<file path="src/rtl/puf_vote_ctrl_pkg.sv">
// Shared types and defaults for the arbiter PUF majority-vote sequencer.
// Imported by the controller, its synchroniser and the bench.
package puf_pkg;

  localparam int N_DEF       = 64;
  localparam int K_DEF       = 15;
  localparam int SETTLE_DEF  = 4;
  localparam int RECOVER_DEF = 4;

  typedef enum logic [1:0] {
    IDLE,
    SETUP,
    LAUNCH,
    DONE
  } state_e;

  function automatic int cw_f(input int k);
    return $clog2(k + 1);
  endfunction

  function automatic int max_f(input int a, input int b);
    return (a > b) ? a : b;
  endfunction

endpackage

</file>
<file path="src/rtl/puf_vote_ctrl_if.sv">
// Host-side request/result handshakes of the PUF vote controller.
// master = command logic, slave = controller.
interface puf_vote_ctrl_if #(
  parameter int N  = 64,
  parameter int CW = 4
);

  logic          in_valid;
  logic          in_ready;
  logic [N-1:0]  in_challenge;
  logic          out_valid;
  logic          out_ready;
  logic          out_resp;
  logic [CW-1:0] out_ones;
  logic          out_stable;

  modport master (
    output in_valid, in_challenge, out_ready,
    input  in_ready, out_valid, out_resp,
    input  out_ones, out_stable
  );

  modport slave (
    input  in_valid, in_challenge, out_ready,
    output in_ready, out_valid, out_resp,
    output out_ones, out_stable
  );

endinterface

</file>
<file path="src/rtl/puf_vote_ctrl_sync2.sv">
// Two-flop synchroniser for PUF-side signals that are asynchronous to clk.
// Async active-low reset clears both stages.
module puf_sync2 (
  input  logic clk,
  input  logic rst_n,
  input  logic d,
  output logic q
);

  logic meta_q;
  logic sync_q;

  always_ff @(posedge clk or negedge rst_n) begin
    if (!rst_n) begin
      meta_q <= 1'b0;
      sync_q <= 1'b0;
    end else begin
      meta_q <= d;
      sync_q <= meta_q;
    end
  end

  assign q = sync_q;

endmodule

</file>
<file path="src/rtl/puf_vote_ctrl.sv">
// Drives one arbiter PUF: K launch pulses per challenge, counts the
// synchronised responses and returns a majority bit with stability info.
module puf_vote_ctrl
  import puf_pkg::*;
#(
  parameter int N       = N_DEF,
  parameter int K       = K_DEF,
  parameter int SETTLE  = SETTLE_DEF,
  parameter int RECOVER = RECOVER_DEF
) (
  input  logic         clk,
  input  logic         rst_n,
  puf_vote_ctrl_if.slave host,
  output logic [N-1:0] puf_challenge,
  output logic         puf_launch,
  input  logic         puf_response,
  output logic         busy
);

  localparam int CW = cw_f(K);
  localparam int WW = cw_f(max_f(SETTLE, RECOVER));

  if ((K % 2 == 0) || (K < 1) || (K > 255) ||
      (SETTLE < 3) || (RECOVER < 1)) begin : g_bad_param
    $error("puf_vote_ctrl: illegal K/SETTLE/RECOVER");
  end

  state_e        state_q;
  logic [N-1:0]  chal_q;
  logic          launch_q;
  logic [WW-1:0] wait_q;
  logic [CW-1:0] smp_q;
  logic [CW-1:0] ones_q;
  logic [CW-1:0] ones_d;
  logic          valid_q;
  logic          resp_q;
  logic [CW-1:0] cnt_q;
  logic          stable_q;
  logic          resp_s;

  puf_sync2 u_sync (
    .clk   (clk),
    .rst_n (rst_n),
    .d     (puf_response),
    .q     (resp_s)
  );

  assign ones_d = ones_q + CW'(resp_s);

  always_ff @(posedge clk or negedge rst_n) begin
    if (!rst_n) begin
      state_q  <= IDLE;
      chal_q   <= '0;
      launch_q <= 1'b0;
      wait_q   <= '0;
      smp_q    <= '0;
      ones_q   <= '0;
      valid_q  <= 1'b0;
      resp_q   <= 1'b0;
      cnt_q    <= '0;
      stable_q <= 1'b0;
    end else begin
      unique case (state_q)
        IDLE: begin
          if (host.in_valid) begin
            chal_q  <= host.in_challenge;
            ones_q  <= '0;
            smp_q   <= '0;
            wait_q  <= '0;
            state_q <= SETUP;
          end
        end
        SETUP: begin
          if (wait_q == WW'(RECOVER - 1)) begin
            wait_q   <= '0;
            launch_q <= 1'b1;
            state_q  <= LAUNCH;
          end else begin
            wait_q <= wait_q + 1'b1;
          end
        end
        LAUNCH: begin
          if (wait_q == WW'(SETTLE - 1)) begin
            wait_q   <= '0;
            launch_q <= 1'b0;
            ones_q   <= ones_d;
            smp_q    <= smp_q + 1'b1;
            // Result is built from ones_d so the last sample counts.
            if (smp_q == CW'(K - 1)) begin
              state_q  <= DONE;
              valid_q  <= 1'b1;
              resp_q   <= (ones_d > CW'(K / 2));
              cnt_q    <= ones_d;
              stable_q <= (ones_d == '0) ||
                          (ones_d == CW'(K));
            end else begin
              state_q <= SETUP;
            end
          end else begin
            wait_q <= wait_q + 1'b1;
          end
        end
        DONE: begin
          if (host.out_ready) begin
            valid_q <= 1'b0;
            state_q <= IDLE;
          end
        end
        default: state_q <= IDLE;
      endcase
    end
  end

  assign host.in_ready   = (state_q == IDLE);
  assign busy            = (state_q != IDLE);
  assign puf_challenge   = chal_q;
  assign puf_launch      = launch_q;
  assign host.out_valid  = valid_q;
  assign host.out_resp   = resp_q;
  assign host.out_ones   = cnt_q;
  assign host.out_stable = stable_q;

endmodule

</file>
<file path="src/flat_wrapper.sv">
// flat-port wrapper written by rule: the top's interface ports become plain ports
module puf_vote_ctrl_flat import puf_pkg::*;
#(
  parameter int N       = N_DEF,
  parameter int K       = K_DEF,
  parameter int SETTLE  = SETTLE_DEF,
  parameter int RECOVER = RECOVER_DEF
)
  (clk, rst_n, puf_challenge, puf_launch, puf_response, busy, host_in_valid, host_in_challenge, host_out_ready, host_in_ready, host_out_valid, host_out_resp, host_out_ones, host_out_stable);
  puf_vote_ctrl_if #(.N(N), .CW((cw_f(K)))) host_i ();
  input  logic clk;
  input  logic rst_n;
  output logic [N-1:0] puf_challenge;
  output logic puf_launch;
  input  logic puf_response;
  output logic busy;
  input wire logic [$bits(host_i.in_valid)-1:0] host_in_valid;
  input wire logic [$bits(host_i.in_challenge)-1:0] host_in_challenge;
  input wire logic [$bits(host_i.out_ready)-1:0] host_out_ready;
  output wire logic [$bits(host_i.in_ready)-1:0] host_in_ready;
  output wire logic [$bits(host_i.out_valid)-1:0] host_out_valid;
  output wire logic [$bits(host_i.out_resp)-1:0] host_out_resp;
  output wire logic [$bits(host_i.out_ones)-1:0] host_out_ones;
  output wire logic [$bits(host_i.out_stable)-1:0] host_out_stable;
  assign host_i.in_valid = host_in_valid;
  assign host_i.in_challenge = host_in_challenge;
  assign host_i.out_ready = host_out_ready;
  assign host_in_ready = host_i.in_ready;
  assign host_out_valid = host_i.out_valid;
  assign host_out_resp = host_i.out_resp;
  assign host_out_ones = host_i.out_ones;
  assign host_out_stable = host_i.out_stable;
  puf_vote_ctrl #(.N(N), .K(K), .SETTLE(SETTLE), .RECOVER(RECOVER)) u_core (.clk(clk), .rst_n(rst_n), .host(host_i), .puf_challenge(puf_challenge), .puf_launch(puf_launch), .puf_response(puf_response), .busy(busy));
endmodule
</file>
<file path="config.mk">
export PLATFORM = sky130hd
export DESIGN_NAME = puf_vote_ctrl_flat
export DESIGN_NICKNAME = d
export VERILOG_FILES = /design/src/rtl/puf_vote_ctrl_pkg.sv /design/src/rtl/puf_vote_ctrl_if.sv /design/src/rtl/puf_vote_ctrl_sync2.sv /design/src/rtl/puf_vote_ctrl.sv /design/src/flat_wrapper.sv
export SDC_FILE = /design/constraint.sdc
export NUM_CORES = 1
export LEC_CHECK = 0
export BUFFER_PORTS_ARGS = -buffer_cell sky130_fd_sc_hd__buf_4
export CAP_MARGIN = 20
export CORE_MARGIN = 5
export CORE_UTILIZATION = 40
export CTS_CLUSTER_SIZE = 40
export DETAILED_ROUTE_END_ITERATION = 10
export GPL_TIMING_DRIVEN = 0
export HOLD_SLACK_MARGIN = 0.05
export PLACE_DENSITY_LB_ADDON = 0.2
export SLEW_MARGIN = 20
export SYNTH_ARGS = -nofsm -noshare
export SYNTH_HDL_FRONTEND = slang
export SYNTH_HIERARCHICAL = 1
export SYNTH_SLANG_ARGS = --single-unit
</file>
<file path="constraint.sdc">
create_clock -name clk -period 1.7 [get_ports clk]
set_input_delay 0.34 -clock clk [delete_from_list [all_inputs] [get_ports clk]]
set_output_delay 0.34 -clock clk [all_outputs]
set_load 0.02 [all_outputs]
</file>
---- After elaboration in Yosys (flattened, before gate mapping) ----
Cells that the tools add are included.
Widths: inputs -> output; s select.
storage, ports and cells
  output and inout port bits .............. 74
  word-level logic and storage cells ...... 64
  bits in read-only memories .............. 0
  bits in latches ......................... 0
  memory bits (writable) .................. 0
  memories kept ........................... 0
  bits in registers ....................... 87
operators by class
  equality and inequality tests ........... 11
  $mul .................................... 0
  reductions and logical operators ........ 16
  mux-type cells .......................... 21
  $add $sub $neg .......................... 3
  magnitude comparators ................... 1
  bitwise logic cells ..................... 0
  div/mod/pow operators ................... 0
  shifts and indexed selects .............. 0
operators with widths
  cell                 number
  $pmux 4 s2           2
  $mux 4               3
  $mux 2               5
  $reduce_bool 2->1    5
  $reduce_and 3->1     3
  $eq 4x4->1 const B   2
  $pmux 2 s4           1
  $reduce_and 4->1     2
  $mux 3               2
  $ne 2x1->1 const B   3
  $pmux 3 s2           1
  $mux 1               5
  $add 4x1->4          1
  $add 4x1->4 const B  1
  $eq 2x2->1 const B   2
  $gt 4x3->1 const B   1
  $logic_not 4->1      1
  $ne 2x2->1 const B   2
  $pmux 1 s2           2
  $reduce_and 2->1     2
  $add 3x1->3 const B  1
  $eq 3x2->1 const B   1
  $eq 2x1->1 const B   1
  $logic_not 2->1      1
  2 further kinds      2

---- Logic depth before layout (Yosys ltp) ----
Gate-level depths: netlist of the first run.
  depth after elaboration ................. 4
  depth in mapped cells ................... 7

---- Cells and area by module ----
Netlist of the first run, hierarchy kept.
modules (own cells, without submodules)
  module         cells an instance  instances  area each (sq um)
  puf_vote_ctrl  245                1          3,473.3
  puf_sync2      2                  1          50.0

---- Worst setup path after synthesis of the first run ----
OpenSTA, ideal clock, no wires.
  kind .................................... register -> register
  from .................................... register u_core.state_q[0]
  to ...................................... register u_core.chal_q[10] (netlist: u_core/puf_challenge[10])
  buffers on the path ..................... 2
  cell stages (with the launch flop) ...... 7
  data arrival time ....................... 1,536 ps
  clock period less this slack ............ 1,661 ps
  setup slack ............................. 39 ps
  data required time ...................... 1,575 ps
  library setup time ...................... 125 ps
  cells stage by stage .................... dfrtp_1 -> inv_1 -> ha_1 -> nand2_1 -> buf_4 -> buf_6 -> mux2_2
on the way
  longest elaborated chain between the ends .. 2
ends and longest elaborated chain
  what                               RTL line             source
  from (decl)                        puf_vote_ctrl.sv:28  state_e state_q;
  from (signal assigned)             puf_vote_ctrl.sv:52  state_q <= IDLE;
  from (signal assigned)             puf_vote_ctrl.sv:70  state_q <= SETUP;
  from (signal assigned)             puf_vote_ctrl.sv:77  state_q <= LAUNCH;
  $logic_not 2->1                    -
  via host_in_ready                  flat_wrapper.sv:20   output wire logic [$bits(host_i.in_ready)-1:0] host_in_ready;
  $reduce_and 2->1 (no source line)  -
  to (signal assigned)               puf_vote_ctrl.sv:66  chal_q <= host.in_challenge;
  to (decl)                          puf_vote_ctrl.sv:29  logic [N-1:0] chal_q;
The timed path passes the listed nets, and every way through them passes these cells.
A chain may end at the register's enable or synchronous reset.

---- Worst setup path in the final report of the first run ----
  from .................................... register u_core.state_q[0]
  to ...................................... register u_core.state_q[1]
on the way
  longest elaborated chain between the ends .. 3
  elaborated cells on any way between the ends .. 10
  classes of those cells .................. 7 x eq/ne; 1 x mux; 2 x reduce/logical
ends and longest elaborated chain
  what                                                              RTL line             source
  $eq 2x2->1 (tied with other cells)                                puf_vote_ctrl.sv:63  unique case (state_q)
  $ne 2x1->1 (no source line) / $ne 2x2->1 (equally long branches)  -
  $reduce_and 4->1 (no source line)                                 -
Several ways; a longest one is shown, not always the timed one.

==> flow_summary.toml, run 1 <==
[run_status]
status = "completed"

[final_layout]
layout.filler_cells = 744
area_delta_synth_final_pct = 40.8
diodes = 0
drive_gt1_share_pct = 59.4
fin_nets = 479

[critical_path]
start_kind = "flop"
r2r_slack_ns = 0.06
rr_endpoint = "u_core/state_q[1]$_DFFE_PN0P_"
required_ns = 1.97
arrival_ns = 1.91
critPathMaxFanout = 4
criticalPathCategory = "reg2reg"
r2r_cells = 6
worstSetupEndpointType = "flop"
r2r-start = "u_core/state_q[0]$_DFFE_PN0P_"

[clock_network]
clock_latency_ns = 0.34
cts.sinks = 86
clockBufferDepth = 2
ctsHoldBuffers = 0
cts-root-buf = "clkbuf_8"
cts_tree = "yes"
cts_inserted_buffers = 9
path_clk_slew_ns = 0.09
h-tree-depth = 3

[sta]
relSlewSlack_pct = 48.6
hold_viol = 0
setup-tns-final_ns = 0
fin_crit_ns = 1.64
setup_violations = 0
post-route-period-util_pct = 96.8
clock.fmax_mhz = 608
worst_clock_skew_ns = 0.00956
worst_slew_pin_slew_ns = 0.771
rsz0062_at_grt = "true"
hold_slack_ns = 0.0427
maxSlewViolCount = 0

[place]
gp_congestion = 0.727
hpwl_um = 5800
port-buffer-count = 142

[synth]
syn_avg_cell_area_um2 = 14.3
synth-seq-cells = 86
syn_nets = 325
synth.top_cell.area_share_pct = 61.1
async_reset_ff_share_pct = 100
netlist_instances = 247
yosysSeqAreaShare_pct = 61.1
synth_area_leaders = "dfrtp_1, mux2_2, ha_1"
synth_area_um2 = 3520
yosys.area.top_type = "dfrtp_1"
ys_types = 34
yosys_warnings = 6
synth_edf_count = 0
ys.flop_type = "dfrtp_1"

[worst_hold_path]
hp-class = "in2async"

[pwr]
fin_total_pwr_mw = 9.44
ir_drop_uv = 920
power.density_nw_per_um2 = 1900
power_leakage_nw = 2.41

[job]
cap_violations = 0

[drt]
drt-wirelength-per-cell_um = 15.1
wl_met3_um = 736
drt_pass1_iterations = 4
drc = 0
wl_um = 7740
wl_met2_um = 3840
via_count = 2442
met1_length_um = 3070
avgViaCountPerCell = 4.75
drt_iter0_drc = 43
antenna_left = 0
topRoutingLayerUsed = "met4"

[floorplan]
core_um2 = 8640
rows = 34
die-area_um2 = 10800
die_x_um = 104
die_h_um = 104
ios = 143
start_util_pct = 40.8

[global_route]
grt_pass1_vias = 2685
grt.overflow.total = 0
grt_start_max_net_pins = 87
antenna_found_initial = 0
grt_pass1_wl_um = 13100
grt_usage_pct = 14.7
-- worst max-delay path by stage --
stage               cells past startpoint  slack (ns)                     startpoint                                   end
finish                                  6        0.06  u_core/state_q[0]$_DFFE_PN0P_         u_core/state_q[1]$_DFFE_PN0P_
global route                            6      -0.003  u_core/state_q[0]$_DFFE_PN0P_         u_core/state_q[1]$_DFFE_PN0P_
CTS                                     5       -0.03  u_core/state_q[0]$_DFFE_PN0P_           u_core/smp_q[1]$_DFFE_PN0P_
detailed placement                      6       -0.09  u_core/state_q[0]$_DFFE_PN0P_  u_core/puf_challenge[49]$_DFFE_PN0P_
global placement                        6       -0.06  u_core/state_q[0]$_DFFE_PN0P_  u_core/puf_challenge[48]$_DFFE_PN0P_
floorplan                               6        0.04  u_core/state_q[0]$_DFFE_PN0P_  u_core/puf_challenge[10]$_DFFE_PN0P_
-- worst max-delay path, stage by stage (launching register included) --
cell,delay [ns]
dfrtp_1,0.41
buf_4,0.16
ha_1,0.21
or2_2,0.31
a211oi_2,0.25
a21oi_1,0.10
a31oi_1,0.14
-- registers in the layout (all words and copies together), names as in the netlist --
name and cells:
u_core/wait_q 3, u_core/u_sync/meta_q 1, u_core/host.out_resp 1, u_core/host.out_valid 1, u_core/host.out_ones 3, u_core/u_sync/q 1
u_core/smp_q 4, u_core/ones_q 4, u_core/host.out_stable 1, u_core/state_q 2, u_core/puf_launch 1, u_core/puf_challenge 64
-- area by class of cell --
class / instances / area (µm²) / area share, %
plain buffers: 10 / 90.1 / 1.82
clock buffers: 13 / 159 / 3.20
clock inverters: 3 / 42.5 / 0.858
inverters: 6 / 22.5 / 0.454
multi-input cells: 145 / 1280 / 25.8
flip-flops and latches: 86 / 2150 / 43.4
well taps: 108 / 135 / 2.72
repair buffers: 143 / 1080 / 21.7
-- report_power, final --
part / total [mW] / switching [mW] / internal (mW)
sequential: 3.39 / 0.456 / 2.93
clock: 1.46 / 0.702 / 0.760
combinational: 4.59 / 2.31 / 2.28
-- cell usage in the layout, fill, tap and decap left out, types with 4 or more instances in the layout --
cell type  netlist  final
mux2_2          67     67
nand2_1         10     10
clkbuf_8         0     11
buf_6            5      7
nor2_1           8      8
o21ai_0         11     11
inv_1            6      4
buf_4            2    143
nand3_1          5      5
a21oi_1          5      5
nor2b_1          5      5
ha_1             9      8
dfrtp_1         86     85
-- metrics by stage --
| stage | worst slack, ns | util [%] | std cells | area, µm² |
|---|---|---|---|---|
| finish | 0.0552 | 57.4 | 514 | 4960 |
| global route | -0.00252 | 57.4 | 514 | 4960 |
| CTS | -0.0251 | 57.4 | 514 | 4950 |
| detailed placement | -0.0909 | 54.7 | 497 | 4720 |
| global placement | -0.0633 | 54.7 | 497 | 4720 |
| floorplan | 0.0392 | - | 247 | 3520 |
-- cell families (layout without fill, tap and decap cells) --
kind of cell	Yosys count	after routing	synth area share [%]
flip-flops	86	86	61.1
multiplexers	69	69	22.0
AND/OR/NAND/NOR	38	38	5.29
AO/OA/AOI/OAI	25	25	4.40
buffers and inverters	16	175	3.05
adder cells (fa/ha/maj)	9	9	3.20
XOR/XNOR	4	4	0.994
-- cells in the mapped netlist (all sizes together) (3+ instances only) --
library cell  count
nor2              9
ha                9
dfrtp            86
o21ai            11
nand3             5
buf               8
nor2b             5
a211oi            3
inv               6
a21oi             5
nand2            10
mux2             67
-- layer usage --
metal,vias up,global-route usage (%)
li1,1169,-
met1,1184,17.2
met2,81,23.9
met3,8,6.58
met4,0,5.27
met5,-,0
-- timing repair --
item,CTS,global route
buffers inserted,1,0
endpoints found under the setup margin,58,61
pin swaps,0,2
resized for setup,4,5
(Power assumes the default switching activity.)
==> run 2: changes to the inputs <==
Settings changed: CORE_ASPECT_RATIO from default to 1.5.
==> run 2 against run 1 <==
Against the previous run: register-to-register slack improved by 0.02 ns; power increased by 6.8%; sequential power about the same; clock-buffer cell count increased by 1; global-route usage increased by 1.0 points; sequential cell count unchanged; highest routed layer unchanged.
==> flow_summary.toml, run 2 (synthesis gave the netlist of run 1 again) <==
[run_status]
status = "completed"

[pwr]
seqPwrFrac_pct = 33.6
power.density_nw_per_um2 = 1970
swShare_pct = 35.2
fin_total_pwr_mw = 10.1
internal-power_mw = 6.54
p_sw_mw = 3.55
power_leakage_nw = 2.49
ir_drop_uv = 1040
pwr-share-clk_pct = 19.9
comb_power_share_pct = 46.5

[critical_path]
r2r-start = "u_core/state_q[0]$_DFFE_PN0P_"
critPathSlowestCell = "dfrtp_1"
crit_path_cell_trace = "inv_1 -> ha_2 -> inv_1 -> buf_4"
criticalPathCategory = "reg2out"
r2r_cells = 5
crit_buf_inv = 3
rr_endpoint = "u_core/host.out_ones[1]$_DFFE_PN0P_"
required_ns = 1.36
critPathMaxFanout = 8
start_kind = "flop"
arrival_ns = 1.32
cpPeakStageDelay_ns = 0.40
worstSetupEndpointType = "output pin"
crit_family = "flip-flops"
crit_path_frequent_cell = "inv_1"
r2r_slack_ns = 0.08

[sta]
post-route-period-util_pct = 97.8
hold_viol = 0
relSlewSlack_pct = 47.7
setup_violations = 0
maxSlewViolCount = 0
worst_clock_skew_ns = 0.00390
worst_slew_pin_slew_ns = 0.784
worst_slack_ns = 0.0368
rsz0062_at_grt = "true"
setup-tns-final_ns = 0
clock.fmax_mhz = 601
fin_crit_ns = 1.66

[global_route]
antenna_found_initial = 0
grt.overflow.total = 0
grt_pass1_vias = 2617
grt_pass1_wl_um = 13000
grt_start_max_net_pins = 87
grt_usage_pct = 15.7

[final_layout]
multiInputGateArea_um2 = 1290
fin_util_pct = 58.7
final_cell_area_um2 = 5120
layout_common_cells = "buf_4, dfrtp_1, mux2_2, o21ai_0, nand2_1"
final_common_cell = "buf_4"
diodes = 0
layout.filler_cells = 757
largest_reg_flops = 64
drive_gt1_share_pct = 59.6
ff_latch_area_um2 = 2150
fin_nets = 484
area_delta_synth_final_pct = 45.2

[place]
hpwl_um = 5930
port-buffer-count = 142
place_area_um2 = 4730
gp_congestion = 0.712
post-place-ws_ns = -0.157

[floorplan]
start_util_pct = 40.4
rows = 42
die_x_um = 86.6
die_h_um = 125
core_um2 = 8720
ios = 143
die-area_um2 = 10800

[clock_network]
path_clk_slew_ns = 0.06
cts.sinks = 86
clockBufferDepth = 2
h-tree-depth = 3
cts_inserted_buffers = 9
clock_latency_ns = 0.33
cts_tree = "yes"
ctsHoldBuffers = 0
cts-root-buf = "clkbuf_16"

[drt]
drc = 0
drt-wirelength-per-cell_um = 15.4
drt_pass1_iterations = 2
via_count = 2477
wl_um = 8030
antenna_left = 0
avgViaCountPerCell = 4.75
drt_iter0_drc = 42

[job]
cap_violations = 0

[worst_hold_path]
hp-class = "in2async"
-- run 2: changes by cell type in the layout (fill, tap and decap cells not counted), moves of 2 or more --
cell and change:
clkbuf_16 +9, clkbuf_8 -8, buf_4 +5, inv_1 +2, inv_2 -2
-- run 2: power by group through the flow --
stage	sequential (mW)	clock [mW]	combinational, mW
3_3_place_gp	3.39	0	4.53
6_report	3.38	2.01	4.69
2_1_floorplan	4.39	0	1.68
3_5_place_dp	3.43	0	4.58
5_1_grt	3.51	2.18	5.02
4_1_cts	3.39	2.07	4.68
-- run 2: routing by layer --
layer	track usage [%]	routed length, µm	share of wire, %
met5	0	0	0
met4	8.90	245	3.1
met3	4.08	470	5.9
met2	27.5	4580	57
met1	16.6	2730	34
-- run 2: worst max path at each step --
stage,from,endpoint,cells past startpoint
2_1_floorplan,u_core/state_q[0]$_DFFE_PN0P_,u_core/puf_challenge[10]$_DFFE_PN0P_,6
3_3_place_gp,u_core/state_q[0]$_DFFE_PN0P_,u_core/puf_challenge[50]$_DFFE_PN0P_,6
3_5_place_dp,u_core/state_q[0]$_DFFE_PN0P_,u_core/puf_challenge[53]$_DFFE_PN0P_,6
4_1_cts,u_core/state_q[1]$_DFFE_PN0P_,busy,4
5_1_grt,u_core/state_q[0]$_DFFE_PN0P_,busy,4
6_report,u_core/state_q[1]$_DFFE_PN0P_,busy,4
-- run 2: cell type report --
class,instances,area share [%]
plain buffers,10,1.76
clock buffers,14,5.35
clock inverters,2,0.758
inverters,6,0.440
multi-input cells,145,25.2
flip-flops and latches,86,42.1
well taps,110,2.69
repair buffers,148,21.8
-- run 2: per-stage QoR --
stage                     cells  hold WS [ns]
after global routing        521        0.0986
after global placement      499         0.333
after floorplan             247        0.0444
after detailed placement    499         0.338
after CTS                   518        0.0985
final                       521        0.0493
-- run 2: what timing repair did --
item                       in CTS  in global routing
cloned                          0                  0
resized for setup               3                  6
pin swaps                       0                  2
hold endpoints to repair        0                  0
setup endpoints to repair      69                 56
buffers inserted                3                  3
==> run 3: changes to the inputs <==
Clock period 1.7 ns to 2.09 ns, I/O delays scaled along.
==> run 3 against run 2 <==
Against the previous run: first-iteration DRC count down 4.8%; register-to-register slack better by 0.18 ns; design area down 1.4%; sequential power down 18%; power down 20%; largest power group unchanged.
==> flow_summary.toml, run 3 (synthesis gave the netlist of run 1 again) <==
[clock_network]
post_cts_buffers = 0
ctsHoldBuffers = 0
cts.sinks = 86
cts_resized = 0
path_clk_slew_ns = 0.06
h-tree-depth = 3
cts-root-buf = "clkbuf_16"
clock_latency_ns = 0.33
cts_tree = "yes"
clockBufferDepth = 2
cts_inserted_buffers = 9

[sta]
fin_crit_ns = 1.87
post-route-period-util_pct = 89.6
maxSlewViolCount = 0
worst_clock_skew_ns = 0.00394
hold_slack_ns = 0.129
rsz0062_at_grt = "false"
setup_violations = 0
worst_slew_pin_slew_ns = 0.783
clock.fmax_mhz = 534
hold_viol = 0
setup-tns-final_ns = 0
relSlewSlack_pct = 47.8

[pwr]
power_leakage_nw = 2.45
ir_drop_uv = 845
power.density_nw_per_um2 = 1600

[final_layout]
fin_util_pct = 57.8
fin_nets = 478
diodes = 0
layout_common_cells = "buf_4, dfrtp_1, mux2_2, o21ai_0, nand2_1"
area_delta_synth_final_pct = 43.1
final_common_cell = "buf_4"
largest_reg_flops = 64
final_cell_area_um2 = 5040
drive_gt1_share_pct = 58.0

[floorplan]
die_x_um = 86.6
die_h_um = 125
start_util_pct = 40.4
core_um2 = 8720
rows = 42
ios = 143
die-area_um2 = 10800

[drt]
via_count = 2449
avgViaCountPerCell = 4.76
antenna_left = 0
wl_um = 7950
drt-wirelength-per-cell_um = 15.4
drt_pass1_iterations = 4
drc = 0
drt_iter0_drc = 40

[critical_path]
start_kind = "flop"
worstSetupEndpointType = "output pin"
arrival_ns = 1.46
criticalPathCategory = "reg2out"
critPathMaxFanout = 8
required_ns = 1.67

[global_route]
grt_usage_pct = 15.6
grt_start_max_net_pins = 87
antenna_found_initial = 0
grt_pass1_vias = 2593
grt_pass1_wl_um = 12900
grt.overflow.total = 0

[worst_hold_path]
hp-class = "in2async"

[run_status]
status = "completed"

[job]
cap_violations = 0

[place]
place_area_um2 = 4730
port-buffer-count = 142
hpwl_um = 5930
gp_congestion = 0.712
[run 3: metrics by stage]
stage | cells | total power [mW] | setup slack (ns)
after floorplan | 247 | 4.94 | 0.429
after global placement | 499 | 6.44 | 0.266
after detailed placement | 499 | 6.52 | 0.233
after CTS | 515 | 8.19 | 0.189
after global routing | 515 | 8.57 | 0.109
final | 515 | 8.06 | 0.216
[run 3: worst max-delay path, cell delays in order (launching register included)]
cell     delay [ns]
dfrtp_1        0.43
inv_1          0.10
ha_1           0.31
inv_1          0.11
buf_4          0.17
[run 3: layout make-up]
cell class / instances / area [µm²]
Clock inverter: 2 / 38.8
Clock buffer: 14 / 274
Multi-Input combinational cell: 145 / 1260
Inverter: 6 / 22.5
Tap cell: 110 / 138
Fill cell: 763 / 3680
Timing Repair Buffer: 142 / 1070
Buffer: 10 / 85.1
Sequential cell: 86 / 2150
[run 3: worst paths after layout]
| kind | start | depth (start not counted) | end | slack, ns |
|---|---|---|---|---|
| worst max register to register | u_core/state_q[0]$_DFFE_PN0P_ | 6 | u_core/puf_challenge[14]$_DFFE_PN0P_ | 0.26 |
| min in group clk | puf_response | 1 | u_core/u_sync/meta_q$_DFF_PN0_ | 0.19 |
| worst min register to register | u_core/u_sync/meta_q$_DFF_PN0_ | 0 | u_core/u_sync/q$_DFF_PN0_ | 0.35 |
| max in group asynchronous | rst_n | 1 | u_core/wait_q[2]$_DFFE_PN0P_ | 1.41 |
| worst min-delay path | rst_n | 1 | u_core/puf_challenge[54]$_DFFE_PN0P_ | 0.13 |
| worst max-delay path | u_core/state_q[0]$_DFFE_PN0P_ | 4 | busy | 0.22 |
[run 3: where the power goes]
| group | internal [mW] | total, mW | leakage [nW] | switching (mW) |
|---|---|---|---|---|
| logic | 1.81 | 3.66 | 1.26 | 1.86 |
| registers | 2.39 | 2.76 | 1.04 | 0.377 |
| clock network | 1.03 | 1.63 | 0.153 | 0.606 |
| total | 5.22 | 8.06 | 2.45 | 2.84 |
[run 3: per-layer routing]
metal	track usage (%)	wire length [µm]	vias to the layer above
li1	-	-	1168
met1	16.5	2700	1194
met2	27.3	4540	72
met3	4.08	473	15
met4	8.90	232	0
met5	0	0	-
